File: src/rtl/wei_fifo_pop_arbiter_pkg.sv
// Shared constants and helpers for the weight-FIFO read-side controller.
package wei_fifo_pop_arbiter_pkg;

  localparam int unsigned WEI_RD_NUM      = 27;
  localparam int unsigned WEI_DATA_WIDTH  = 64;
  localparam int unsigned WEI_POP_LATENCY = 1;
  localparam int unsigned WEI_OUT_DEPTH   = 2;

  // Ceiling log2, never below 1 so single-queue builds still get an id bit.
  function automatic int unsigned c_log_2(input int unsigned n);
    int unsigned w;
    w = 1;
    while ((32'd1 << w) < n) w++;
    return w;
  endfunction

endpackage

File: src/rtl/wei_fifo_pop_arbiter_if.sv
// Request / FIFO-read / response bundle between the PE array, the weight FIFO
// and the pop arbiter. slave = arbiter side, master = environment side.
interface wei_fifo_pop_arbiter_if
  import wei_fifo_pop_arbiter_pkg::*;
#(
  parameter int unsigned DATA_WIDTH = WEI_DATA_WIDTH,
  parameter int unsigned RD_NUM     = WEI_RD_NUM,
  parameter int unsigned ID_WIDTH   = c_log_2(RD_NUM)
);
  logic [RD_NUM-1:0]     req;
  logic [RD_NUM-1:0]     fifo_empty;
  logic [DATA_WIDTH-1:0] fifo_data;
  logic                  pop;
  logic [ID_WIDTH-1:0]   pop_id;
  logic                  rsp_valid;
  logic                  rsp_ready;
  logic [ID_WIDTH-1:0]   rsp_id;
  logic [DATA_WIDTH-1:0] rsp_data;

  modport slave (
    input  req, fifo_empty, fifo_data, rsp_ready,
    output pop, pop_id, rsp_valid, rsp_id, rsp_data
  );

  modport master (
    output req, fifo_empty, fifo_data, rsp_ready,
    input  pop, pop_id, rsp_valid, rsp_id, rsp_data
  );
endinterface

File: src/rtl/wei_fifo_pop_arbiter_rr_arbiter.sv
// Round-robin arbiter: search starts one past the last granted id and wraps.
// The pointer only moves when the caller reports that the grant was used.
module wei_rr_arbiter
  import wei_fifo_pop_arbiter_pkg::*;
#(
  parameter int unsigned N = WEI_RD_NUM,
  parameter int unsigned W = c_log_2(N)
) (
  input  logic         clk,
  input  logic         rst_n,
  input  logic         clear,
  input  logic [N-1:0] eligible,
  input  logic         update,
  output logic         grant_valid,
  output logic [W-1:0] grant_id
);

  logic [W-1:0] pointer;
  logic         hi_found, lo_found;
  logic [W-1:0] hi_id, lo_id;

  // First eligible id above the pointer, else the lowest eligible id (wrap).
  always_comb begin
    hi_found = 1'b0;
    lo_found = 1'b0;
    hi_id    = '0;
    lo_id    = '0;
    for (int unsigned i = 0; i < N; i++) begin
      if (eligible[i] && !lo_found) begin
        lo_found = 1'b1;
        lo_id    = W'(i);
      end
      if (eligible[i] && !hi_found && (i > 32'(pointer))) begin
        hi_found = 1'b1;
        hi_id    = W'(i);
      end
    end
    grant_valid = |eligible;
    grant_id    = hi_found ? hi_id : lo_id;
  end

  // Pointer starts at the last id so id 0 has first priority after reset.
  always_ff @(posedge clk or negedge rst_n) begin
    if (!rst_n)
      pointer <= W'(N - 1);
    else if (clear)
      pointer <= W'(N - 1);
    else if (update && grant_valid)
      pointer <= grant_id;
  end

endmodule

File: src/rtl/wei_fifo_pop_arbiter.sv
// Read-side controller for the multi-queue weight FIFO: collects per-PE
// requests, arbitrates one pop per cycle, absorbs the SRAM read latency and
// returns tagged words through a 2-entry response buffer.
// Optional statistics counters: define WEI_POP_STAT_EN.
module wei_fifo_pop_arbiter
  import wei_fifo_pop_arbiter_pkg::*;
#(
  parameter int unsigned DATA_WIDTH = WEI_DATA_WIDTH,
  parameter int unsigned RD_NUM     = WEI_RD_NUM,
  parameter int unsigned ID_WIDTH   = c_log_2(RD_NUM)
) (
  input  logic                         clk,
  input  logic                         rst_n,
  input  logic                         Reset,
  wei_fifo_pop_arbiter_if.slave        bus
`ifdef WEI_POP_STAT_EN
  ,
  output logic [31:0]                  stall_cnt,
  output logic [31:0]                  bp_cnt
`endif
);

  logic [RD_NUM-1:0]     pending;
  logic [RD_NUM-1:0]     eligible;
  logic [RD_NUM-1:0]     grant_mask;
  logic                  grant_valid;
  logic [ID_WIDTH-1:0]   grant_id;
  logic                  issue;
  logic                  deq;
  logic [1:0]            occupancy;

  logic                  inflight;
  logic [ID_WIDTH-1:0]   inflight_id;

  logic [ID_WIDTH-1:0]   buf_id   [WEI_OUT_DEPTH];
  logic [DATA_WIDTH-1:0] buf_data [WEI_OUT_DEPTH];
  logic                  rd_sel, wr_sel;
  logic [1:0]            out_count;

  assign eligible  = pending & ~bus.fifo_empty;
  assign deq       = bus.rsp_valid && bus.rsp_ready;
  assign occupancy = out_count + {1'b0, inflight};

  wei_rr_arbiter #(.N(RD_NUM), .W(ID_WIDTH)) u_rr (
    .clk         (clk),
    .rst_n       (rst_n),
    .clear       (Reset),
    .eligible    (eligible),
    .update      (issue),
    .grant_valid (grant_valid),
    .grant_id    (grant_id)
  );

  // Issue only if the word landing in two cycles has a buffer slot; a full
  // buffer still accepts when its head is leaving this same cycle.
  always_comb begin
    issue      = grant_valid && ((occupancy < 2'd2) || ((occupancy == 2'd2) && deq));
    grant_mask = '0;
    if (issue) grant_mask[grant_id] = 1'b1;
  end

  assign bus.pop    = issue;
  assign bus.pop_id = issue ? grant_id : '0;

  // Pending requests: grant clears, a same-cycle request re-arms.
  always_ff @(posedge clk or negedge rst_n) begin
    if (!rst_n)      pending <= '0;
    else if (Reset)  pending <= '0;
    else             pending <= (pending & ~grant_mask) | bus.req;
  end

  // Tag of the SRAM read currently in flight.
  always_ff @(posedge clk or negedge rst_n) begin
    if (!rst_n) begin
      inflight    <= 1'b0;
      inflight_id <= '0;
    end else if (Reset) begin
      inflight    <= 1'b0;
      inflight_id <= '0;
    end else begin
      inflight <= issue;
      if (issue) inflight_id <= grant_id;
    end
  end

  // Two-entry response buffer, written with the SRAM word the cycle after pop.
  always_ff @(posedge clk or negedge rst_n) begin
    if (!rst_n) begin
      for (int unsigned i = 0; i < WEI_OUT_DEPTH; i++) begin
        buf_id[i]   <= '0;
        buf_data[i] <= '0;
      end
      rd_sel    <= 1'b0;
      wr_sel    <= 1'b0;
      out_count <= '0;
    end else if (Reset) begin
      for (int unsigned i = 0; i < WEI_OUT_DEPTH; i++) begin
        buf_id[i]   <= '0;
        buf_data[i] <= '0;
      end
      rd_sel    <= 1'b0;
      wr_sel    <= 1'b0;
      out_count <= '0;
    end else begin
      if (inflight) begin
        buf_id[wr_sel]   <= inflight_id;
        buf_data[wr_sel] <= bus.fifo_data;
        wr_sel           <= ~wr_sel;
      end
      if (deq) rd_sel <= ~rd_sel;
      out_count <= out_count + {1'b0, inflight} - {1'b0, deq};
    end
  end

  assign bus.rsp_valid = (out_count != 2'd0);
  assign bus.rsp_id    = buf_id[rd_sel];
  assign bus.rsp_data  = buf_data[rd_sel];

`ifdef WEI_POP_STAT_EN
  // Saturating counters for empty-queue stalls and buffer backpressure.
  always_ff @(posedge clk or negedge rst_n) begin
    if (!rst_n) begin
      stall_cnt <= '0;
      bp_cnt    <= '0;
    end else if (Reset) begin
      stall_cnt <= '0;
      bp_cnt    <= '0;
    end else begin
      if ((|(pending & bus.fifo_empty)) && (stall_cnt != '1)) stall_cnt <= stall_cnt + 32'd1;
      if ((|eligible) && !issue && (bp_cnt != '1))            bp_cnt    <= bp_cnt + 32'd1;
    end
  end
`endif

endmodule

File: src/flat_wrapper.sv
// flat-port wrapper written by rule: the top's interface ports become plain ports
module wei_fifo_pop_arbiter_flat import wei_fifo_pop_arbiter_pkg::*;
#(
  parameter int unsigned DATA_WIDTH = WEI_DATA_WIDTH,
  parameter int unsigned RD_NUM     = WEI_RD_NUM,
  parameter int unsigned ID_WIDTH   = c_log_2(RD_NUM)
)
  (clk, rst_n, Reset, bus_req, bus_fifo_empty, bus_fifo_data, bus_rsp_ready, bus_pop, bus_pop_id, bus_rsp_valid, bus_rsp_id, bus_rsp_data);
  wei_fifo_pop_arbiter_if #(.DATA_WIDTH(DATA_WIDTH), .RD_NUM(RD_NUM), .ID_WIDTH(ID_WIDTH)) bus_i ();
  input  logic clk;
  input  logic rst_n;
  input  logic Reset;
  input wire logic [$bits(bus_i.req)-1:0] bus_req;
  input wire logic [$bits(bus_i.fifo_empty)-1:0] bus_fifo_empty;
  input wire logic [$bits(bus_i.fifo_data)-1:0] bus_fifo_data;
  input wire logic [$bits(bus_i.rsp_ready)-1:0] bus_rsp_ready;
  output wire logic [$bits(bus_i.pop)-1:0] bus_pop;
  output wire logic [$bits(bus_i.pop_id)-1:0] bus_pop_id;
  output wire logic [$bits(bus_i.rsp_valid)-1:0] bus_rsp_valid;
  output wire logic [$bits(bus_i.rsp_id)-1:0] bus_rsp_id;
  output wire logic [$bits(bus_i.rsp_data)-1:0] bus_rsp_data;
  assign bus_i.req = bus_req;
  assign bus_i.fifo_empty = bus_fifo_empty;
  assign bus_i.fifo_data = bus_fifo_data;
  assign bus_i.rsp_ready = bus_rsp_ready;
  assign bus_pop = bus_i.pop;
  assign bus_pop_id = bus_i.pop_id;
  assign bus_rsp_valid = bus_i.rsp_valid;
  assign bus_rsp_id = bus_i.rsp_id;
  assign bus_rsp_data = bus_i.rsp_data;
  wei_fifo_pop_arbiter #(.DATA_WIDTH(DATA_WIDTH), .RD_NUM(RD_NUM), .ID_WIDTH(ID_WIDTH)) u_core (.clk(clk), .rst_n(rst_n), .Reset(Reset), .bus(bus_i));
endmodule
File: config.mk
export PLATFORM = sky130hd
export DESIGN_NAME = wei_fifo_pop_arbiter_flat
export DESIGN_NICKNAME = d
export VERILOG_FILES = /design/src/rtl/wei_fifo_pop_arbiter_pkg.sv /design/src/rtl/wei_fifo_pop_arbiter_if.sv /design/src/rtl/wei_fifo_pop_arbiter_rr_arbiter.sv /design/src/rtl/wei_fifo_pop_arbiter.sv /design/src/flat_wrapper.sv
export SDC_FILE = /design/constraint.sdc
export NUM_CORES = 1
export LEC_CHECK = 0
export CORE_MARGIN = 4
export CORE_UTILIZATION = 35
export CTS_CLUSTER_DIAMETER = 60
export DETAILED_ROUTE_END_ITERATION = 7
export DONT_BUFFER_PORTS = 1
export MAX_ROUTING_LAYER = met4
export SETUP_SLACK_MARGIN = 0.02
export SLEW_MARGIN = 20
export SYNTH_ARGS = -nofsm -noshare
export SYNTH_HDL_FRONTEND = slang
export SYNTH_SLANG_ARGS = --single-unit
File: constraint.sdc
create_clock -name clk -period 7.82 [get_ports clk]
set_input_delay 1.564 -clock clk [delete_from_list [all_inputs] [get_ports clk]]
set_output_delay 1.564 -clock clk [all_outputs]
set_load 0.03 [all_outputs]
After elaboration in Yosys (flattened, before gate mapping)
Cells that the tools add are included.
{"block": "word_totals", "input_bits": 122, "out_inout_bits": 76, "register_bits": 180}
{"block": "op_classes", "n_lt_le_gt_ge": 32, "eq_ne": 1, "reduce_logical": 141, "muxes": 136, "add_sub_neg": 2, "bitwise": 9}
{"op": "$mux 5", "count": 59}
{"op": "$mux 128", "count": 2}
{"op": "$mux 64", "count": 4}
{"op": "$bwmux 128", "count": 1}
{"op": "$logic_and 1x1->1", "count": 83}
{"op": "$demux 64 s1", "count": 1}
{"op": "$mux 1", "count": 60}
{"op": "$gt 5x5->1 const A", "count": 11}
{"op": "$and 27x27->27", "count": 2}
{"op": "$mux 27", "count": 2}
{"op": "$not 27->27", "count": 2}
{"op": "$logic_not 1->1", "count": 51}
{"op": "$gt 4x5->1 const A", "count": 8}
{"op": "$or 27x27->27", "count": 1}
{"op": "$reduce_or 27->1", "count": 1}
{"op": "$gt 3x5->1 const A", "count": 4}
{"op": "$mux 10", "count": 2}
{"op": "$bwmux 10", "count": 1}
{"op": "$gt 2x5->1 const A", "count": 2}
{"op": "$reduce_bool 2->1", "count": 5}
{"op": "$lt 5x6->1 const B", "count": 1}
{"op": "$demux 1 s5", "count": 1}
{"op": "$demux 5 s1", "count": 1}
{"op": "$ge 5x1->1 const B", "count": 1}
{"op": "other kinds (11)", "count": 15}

Longest topological paths before layout
Gate-level depths: netlist of the first run.
{"block": "depth", "word_depth": 114, "mapped_depth": 11}

By module
From an unflattened synthesis of the first run, not the netlist that was laid out.
{"block": "hier_totals", "hier_cells": 816, "hier_area_um2": 9046.2}
{"module": "wei_fifo_pop_arbiter", "area_per_inst_um2": 7608.5, "n_inst": 1, "cells_each": 594}
{"module": "wei_rr_arbiter", "area_per_inst_um2": 1437.6, "n_inst": 1, "cells_each": 222}

Worst setup path after synthesis of the first run
No wires, ideal clock.
{"block": "synth_timing", "kind": "input to output", "from": "input port bus_fifo_empty[20]", "to": "output port bus_pop_id[1]", "required_time_ns": 6.256, "slack_ns": 2.705, "n_path_buf": 1, "t_arrival_ns": 3.551, "cell_stages": 8, "path_cell_list": "nor2b_1 clkbuf_1 or4_4 or3b_4 o31ai_4 inv_1 o311ai_4 inv_1"}
{"block": "synth_between", "word_cells_on_any_way": 66, "cone_classes": "mux (29); bitwise (2); reduce/logical (35)"}
{"item": "start, declared", "line": "flat_wrapper.sv:14", "source": "input wire logic [$bits(bus_i.fifo_empty)-1:0] bus_fifo_empty;"}
{"item": "$not 27->27", "line": "wei_fifo_pop_arbiter.sv:40", "source": "assign eligible = pending & ~bus.fifo_empty;"}
{"item": "$and 27x27->27", "line": "wei_fifo_pop_arbiter.sv:40"}
{"item": "$reduce_or 27->1", "line": "wei_fifo_pop_arbiter_rr_arbiter.sv:38", "source": "grant_valid = |eligible;"}
{"item": "$logic_and 1x1->1", "line": "wei_fifo_pop_arbiter.sv:57", "source": "issue = grant_valid && ((occupancy < 2'd2) || ((occupancy == 2'd2) && deq));"}
{"item": "net bus_pop", "line": "flat_wrapper.sv:17", "source": "output wire logic [$bits(bus_i.pop)-1:0] bus_pop;"}
{"item": "$mux 5", "line": "wei_fifo_pop_arbiter.sv:63", "source": "assign bus.pop_id = issue ? grant_id : '0;"}
{"item": "end, declared", "line": "flat_wrapper.sv:18", "source": "output wire logic [$bits(bus_i.pop_id)-1:0] bus_pop_id;"}
The timed path passes the listed nets, and every way through them passes these cells.

Final worst setup path of the first run
{"block": "layout_timing", "from": "input port bus_fifo_empty[21]", "to": "output port bus_pop_id[1]"}
Same word-level chain as after synthesis.

==> results.cfg, run 1 <==
[pwr]
p_total_mw = 3.66
p_int_mw = 2.03
pwr-share-seq_pct = 34.8
cellPowerDensity_nw_per_um2 = 366
power_switching_share_pct = 44.5
power.leakage_nw = 4.40
switchingPower_mw = 1.63
ir_drop_mv = 0.196
power_frac_comb_pct = 40.1
clkPwrFrac_pct = 25.1

[sta]
fmax_mhz = 172
grt_setup_unrepaired = no
fin_crit_sh_pct = 74.6
slew_viol_final = 0
finalHoldViolCount = 0
setup_viol = 0
holdWs_ps = 502
relSlewSlack_pct = 37.4
period_needed_ps = 5830
tightestPinTransition_ps = 937
skew_ps = 17.5
fin_setup_tns_ps = 0

[die]
coreArea_um2 = 25400
die_w_um = 169
die_area_um2 = 28700
die_h_um = 169
io_pins = 198
start_util_pct = 35.9
rows = 58

[hold_path]
hold_end = u_core.buf_data[78]$_DFFE_PN0P_
min_path_cells = 1
hold_class = register to register
min_from = u_core.buf_data[78]$_DFFE_PN0P_

[grt]
grt_antenna_before_repair = 0
grtUsageTotal_pct = 18.6
grt_pass1_wl_um = 41200
grt_max_degree = 179
grt-ovfl-total = 0
grt_pass1_vias = 6951

[cts]
ctsResizeCount = 0
clkTransAtPathRegs_ps = 80
post_cts_buffers = 0
cts_tree = yes
cts_buffer_depth = 2
worstSkewPairLatency_ps = 430
cts.sinks = 178
cts_made_buffers = 17
cts_hold_buffers = 0
cts-root-buf = clkbuf_16
htree_levels = 4

[setup_path]
critical_path_required_ps = 6260
rr_endpoint = u_core.inflight_id[4]$_DFFE_PN0P_
slowest_delay_ps = 560
crit_type = primary input to output port
r2r_setup_slack_ps = 4340
worst_path_most_repeated_cell = inv_1
start_kind = primary input
endpoint_kind = output port
worstReg2RegStart = u_core.inflight_id[2]$_DFFE_PN0P_
crit_arrival_ps = 4270
cp_max_fo = 13
slowest_stage = or4_4
cp_cell_sequence = nor2b_1, or4_4, or3b_4, o31ai_4, inv_1, o311ai_4, inv_1
worstRegToRegCells = 8

[synth]
yosys.area_share.simple_pct = 12.6
synthCells = 817
synth_compound_area_share_pct = 25.2
muxShareOfSynthArea_pct = 8.85
synth-seq-area-share_pct = 48.9
synth-seq-cells = 178
syn_nets = 941
syn_area_per_cell_um2 = 11.2
synth_edf_count = 0
yosys_warnings = 0
synthArstFlopShare_pct = 100
synth-xor-area-share_pct = 0.384
netlist_area_um2 = 9120
synthAdderAreaFrac_pct = 0.274
ys_types = 81
synth_top_family_by_area = compound AO/OA/AOI/OAI gates
dominantRegCellSynth = dfrtp_1

[place]
gp_congestion = 0.939
port_buffers = 0
placed_cells = 1098
hpwl_um = 17500

[route]
drt_iter0_markers = 574
via_count = 6781
wl_um = 26200
firstDrtPassIters = 5
drc = 0
wire_per_inst_um = 23.2
avgViaCountPerCell = 6.00
antenna_left = 0

[finish]
n_fill_cell = 2492
layout.nets = 911
final_common_cell = dfrtp_1
final_cell_mix = dfrtp_1, a22o_1, mux2_2
fin_cells = 1130
drive_gt1_share_pct = 18.6
area_growth_pct = 9.50
antenna_cells = 0

[outcome]
status = finished clean

[flow_run]
drv_cap = 0
-- cells in the mapped netlist, types with 3 or more instances --
library cell | n | share of area, %
a211o_1 | 3 | 0.29
a211oi_1 | 18 | 1.5
a21oi_1 | 20 | 1.1
a221oi_1 | 3 | 0.29
a22o_1 | 138 | 13
a311oi_1 | 14 | 1.3
a31oi_1 | 9 | 0.62
a32oi_1 | 3 | 0.29
and3_1 | 3 | 0.21
buf_2 | 7 | 0.38
buf_6 | 6 | 0.74
clkbuf_1 | 42 | 1.7
dfrtp_1 | 175 | 48
dfstp_2 | 3 | 0.86
inv_1 | 21 | 0.86
mux2_2 | 69 | 8.5
mux2i_1 | 3 | 0.33
nand2_1 | 29 | 1.2
nand2b_1 | 22 | 1.5
nand3_1 | 10 | 0.55
nand3b_1 | 3 | 0.25
nand4_1 | 4 | 0.27
nor2_1 | 46 | 1.9
nor2b_1 | 28 | 1.9
nor3_1 | 21 | 1.2
nor3_4 | 3 | 0.53
nor3b_1 | 5 | 0.41
nor4_1 | 9 | 0.62
o211ai_1 | 5 | 0.41
o21a_1 | 5 | 0.41
o21ai_0 | 17 | 0.93
or2_2 | 6 | 0.41
or3b_1 | 3 | 0.29
-- how the worst max path moves through the flow --
stage / cells past startpoint / from / slack, ps / endpoint
global placement: 7 / bus_fifo_empty[21] / 2130 / bus_pop_id[1]
CTS: 7 / bus_fifo_empty[21] / 2040 / bus_pop_id[1]
floorplan: 8 / bus_fifo_empty[20] / 2700 / bus_pop_id[1]
detailed placement: 7 / bus_fifo_empty[21] / 2050 / bus_pop_id[1]
finish: 7 / bus_fifo_empty[21] / 1990 / bus_pop_id[1]
global route: 7 / bus_fifo_empty[5] / 1880 / bus_pop_id[1]
-- critical path, delay by kind of cell --
kind	cells	cell delay (ps)
buffers and inverters	2	750
AO/OA/AOI/OAI	2	830
AND/OR/NAND/NOR	3	1110
-- final cells by class --
class	count	area [um^2]	area share (%)
Clock inverter	15	206	2.07
Tap cell	330	413	4.13
Sequential cell	178	4460	44.6
Multi-Input combinational cell	561	4350	43.5
Inverter	21	78.8	0.789
Clock buffer	17	425	4.26
Timing Repair Buffer	8	60.1	0.601
-- layer usage --
layer / wire, um / part of all wire (%) / up-vias / track usage, %
met5: 0 / 0 / - / -
met4: 452 / 1.7 / 0 / 4.66
met3: 2030 / 7.8 / 31 / 5.57
met2: 11900 / 45 / 272 / 27.6
met1: 11800 / 45 / 3405 / 25.0
li1: - / - / 3073 / -
-- power groups by stage --
| stage | clock network [mW] | registers [mW] | logic [mW] |
|---|---|---|---|
| 2_1_floorplan | 0 | 1.17 | 1.25 |
| 3_3_place_gp | 0 | 1.29 | 1.46 |
| 3_5_place_dp | 0 | 1.29 | 1.46 |
| 4_1_cts | 0.948 | 1.27 | 1.47 |
| 5_1_grt | 0.984 | 1.30 | 1.56 |
| 6_report | 0.919 | 1.27 | 1.47 |
-- state kept, by name (all words and copies together) (netlist names) --
name	cells
u_core.out_count	2
u_core.u_rr.pointer	3
u_core.inflight	1
u_core.buf_id	10
u_core.buf_data	128
u_core.rd_sel	1
u_core.inflight_id	5
u_core.wr_sel	1
u_core.pending	27
-- logic make-up (layout without fill, tap and decap cells) --
logic type                 count (synthesis)  count (layout)
AOI/OAI and AO/OA                        277             277
and+or+nand+nor                          206             206
DFF                                      178             178
buffers and inverters                     78              61
muxes                                     72              72
xor gates and xnor gates                   4               4
adders and majority gates                  2               2
-- per-stage QoR --
| stage | cell area [um^2] | util (%) | worst slack (ps) |
|---|---|---|---|
| after floorplan | 9120 | - | 2700 |
| after global placement | 9360 | 36.8 | 2130 |
| after detailed placement | 9360 | 36.8 | 2050 |
| after CTS | 9990 | 39.3 | 2040 |
| after global routing | 9990 | 39.3 | 1880 |
| final | 9990 | 39.3 | 1990 |
Power figures use the tool's default switching activity.
==> inputs of run 2 (changes only) <==
==> constraint.sdc (replaced) <==
create_clock -name clk -period 5.65 [get_ports clk]
set_input_delay 1.13 -clock clk [delete_from_list [all_inputs] [get_ports clk]]
set_output_delay 1.13 -clock clk [all_outputs]
set_load 0.03 [all_outputs]
==> results.cfg, run 2 (synthesis results as in run 1) <==
[grt]
grt_max_degree = 179
grt_pass1_vias = 6900
grtUsageTotal_pct = 18.2
grt_pass1_wl_um = 40700
grt_antenna_before_repair = 0
grt-ovfl-total = 0

[die]
die_area_um2 = 28700
die_w_um = 169
rows = 58
start_util_pct = 35.9
die_h_um = 169
io_pins = 198
coreArea_um2 = 25400

[cts]
cts_hold_buffers = 0
htree_levels = 4
cts_buffer_depth = 2
clkTransAtPathRegs_ps = 80
cts.sinks = 178
cts-root-buf = clkbuf_16
post_cts_buffers = 0
ctsResizeCount = 0
cts_made_buffers = 17
cts_tree = yes
worstSkewPairLatency_ps = 430

[sta]
tightestPinTransition_ps = 979
relSlewSlack_pct = 34.6
fin_setup_tns_ps = 0
period_needed_ps = 4830
slew_viol_final = 0
fin_crit_sh_pct = 85.5
skew_ps = 14.7
finalHoldViolCount = 0
grt_setup_unrepaired = no
fmax_mhz = 207
setup_viol = 0

[setup_path]
crit_arrival_ps = 3700
start_kind = register
critical_path_required_ps = 4520
endpoint_kind = output port
cp_max_fo = 25
crit_type = register to output port

[place]
port_buffers = 0
gp_congestion = 0.916
placed_cells = 1099
hpwl_um = 17200

[route]
wire_per_inst_um = 22.9
antenna_left = 0
firstDrtPassIters = 6
drt_iter0_markers = 639
avgViaCountPerCell = 6.11
wl_um = 25900
drc = 0
via_count = 6909

[finish]
regMostFlops = u_core.buf_data
drive_gt1_share_pct = 18.7
final_common_cell = dfrtp_1
fin_cells = 1131
largest_reg_flops = 128
antenna_cells = 0
reg_top3 = u_core.buf_data (128), u_core.pending (27), u_core.buf_id (10)
area_growth_pct = 9.19
final_cell_mix = dfrtp_1, a22o_1, mux2_2
layout.nets = 912

[pwr]
p_int_mw = 2.79
switchingPower_mw = 2.20
ir_drop_mv = 0.349
power_switching_share_pct = 44.0
cellPowerDensity_nw_per_um2 = 501
clkPwrFrac_pct = 24.2
power.leakage_nw = 4.39
power_frac_comb_pct = 40.4
pwr-share-seq_pct = 35.4

[hold_path]
hold_class = primary input to asynchronous set/reset pin

[outcome]
status = finished clean

[flow_run]
drv_cap = 0
## run 2: cell count changes in the layout (fill, tap and decap cells not counted), sizes merged
| cell | previous run | this run |
|---|---|---|
| clkinvlp | 0 | 1 |
| clkbuf | 17 | 20 |
| buf | 8 | 9 |
| clkinv | 8 | 4 |
| bufinv | 1 | 0 |
| inv | 27 | 28 |
## run 2: worst paths after layout
path | startpoint | to | slack, ps | cells past startpoint
setup / recovery | u_core.inflight_id[2]$_DFFE_PN0P_ | bus_pop_id[4] | 820 | 6
hold / removal | rst_n | u_core.buf_data[44]$_DFFE_PN0P_ | 390 | 0
setup reg to reg | u_core.inflight_id[2]$_DFFE_PN0P_ | u_core.inflight_id[4]$_DFFE_PN0P_ | 2100 | 8
hold reg to reg | u_core.buf_data[71]$_DFFE_PN0P_ | u_core.buf_data[71]$_DFFE_PN0P_ | 500 | 1
max in group asynchronous | rst_n | u_core.u_rr.pointer[4]$_DFFE_PN1P_ | 4980 | 0
min in group clk | u_core.buf_data[71]$_DFFE_PN0P_ | u_core.buf_data[71]$_DFFE_PN0P_ | 500 | 1
## run 2: layer usage
metal / up-vias / global-route usage, % / part of all wire (%)
li1: 3068 / - / -
met2: 330 / 26.1 / 44
met4: 0 / 4.20 / 1.4
met5: - / - / 0
met3: 35 / 5.82 / 9.4
met1: 3476 / 25.4 / 46
## run 2: cell type report
class | instances | area, um^2
well taps | 330 | 413
flip-flops and latches | 178 | 4460
clock buffers | 20 | 467
clock inverters | 12 | 129
fillers | 2467 | 15400
inverters | 21 | 78.8
multi-input cells | 561 | 4350
repair buffers | 9 | 67.6
## run 2: power by group through the flow
stage | logic (mW) | registers (mW) | clock network [mW]
after floorplan | 1.72 | 1.62 | 0
after global placement | 2.01 | 1.78 | 0
after detailed placement | 2.00 | 1.79 | 0
after CTS | 2.01 | 1.76 | 1.24
after global routing | 2.15 | 1.80 | 1.30
final | 2.01 | 1.77 | 1.21
## run 2: per-stage QoR
| step | hold slack, ps | setup slack (ps) | power [mW] | instance area, um^2 | utilization (%) |
|---|---|---|---|---|---|
| after floorplan | 467 | 1400 | 3.34 | 9120 | - |
| after global placement | 482 | 1120 | 3.79 | 9370 | 36.9 |
| after detailed placement | 485 | 1090 | 3.79 | 9370 | 36.9 |
| after CTS | 361 | 883 | 5.02 | 9960 | 39.2 |
| after global routing | 349 | 587 | 5.25 | 9960 | 39.2 |
| final | 385 | 817 | 4.99 | 9960 | 39.2 |
## run 2: critical path, cell delays in order (launching register included)
cell     delay [ps]
dfrtp_1         720
nor2_1          390
a41oi_1         280
o21a_1          290
or3b_1          460
a311o_2         460
nor2_1          660
==> inputs of run 3 (changes only) <==
--- a/config.mk
+++ b/config.mk
@@ -11,6 +11,7 @@
 export DETAILED_ROUTE_END_ITERATION = 7
 export DONT_BUFFER_PORTS = 1
 export MAX_ROUTING_LAYER = met4
+export PLACE_DENSITY = 0.6
 export SETUP_SLACK_MARGIN = 0.02
 export SLEW_MARGIN = 20
 export SYNTH_ARGS = -nofsm -noshare
==> results of run 3 <==
Final layout, timing and power as in run 2 (identical DEF).
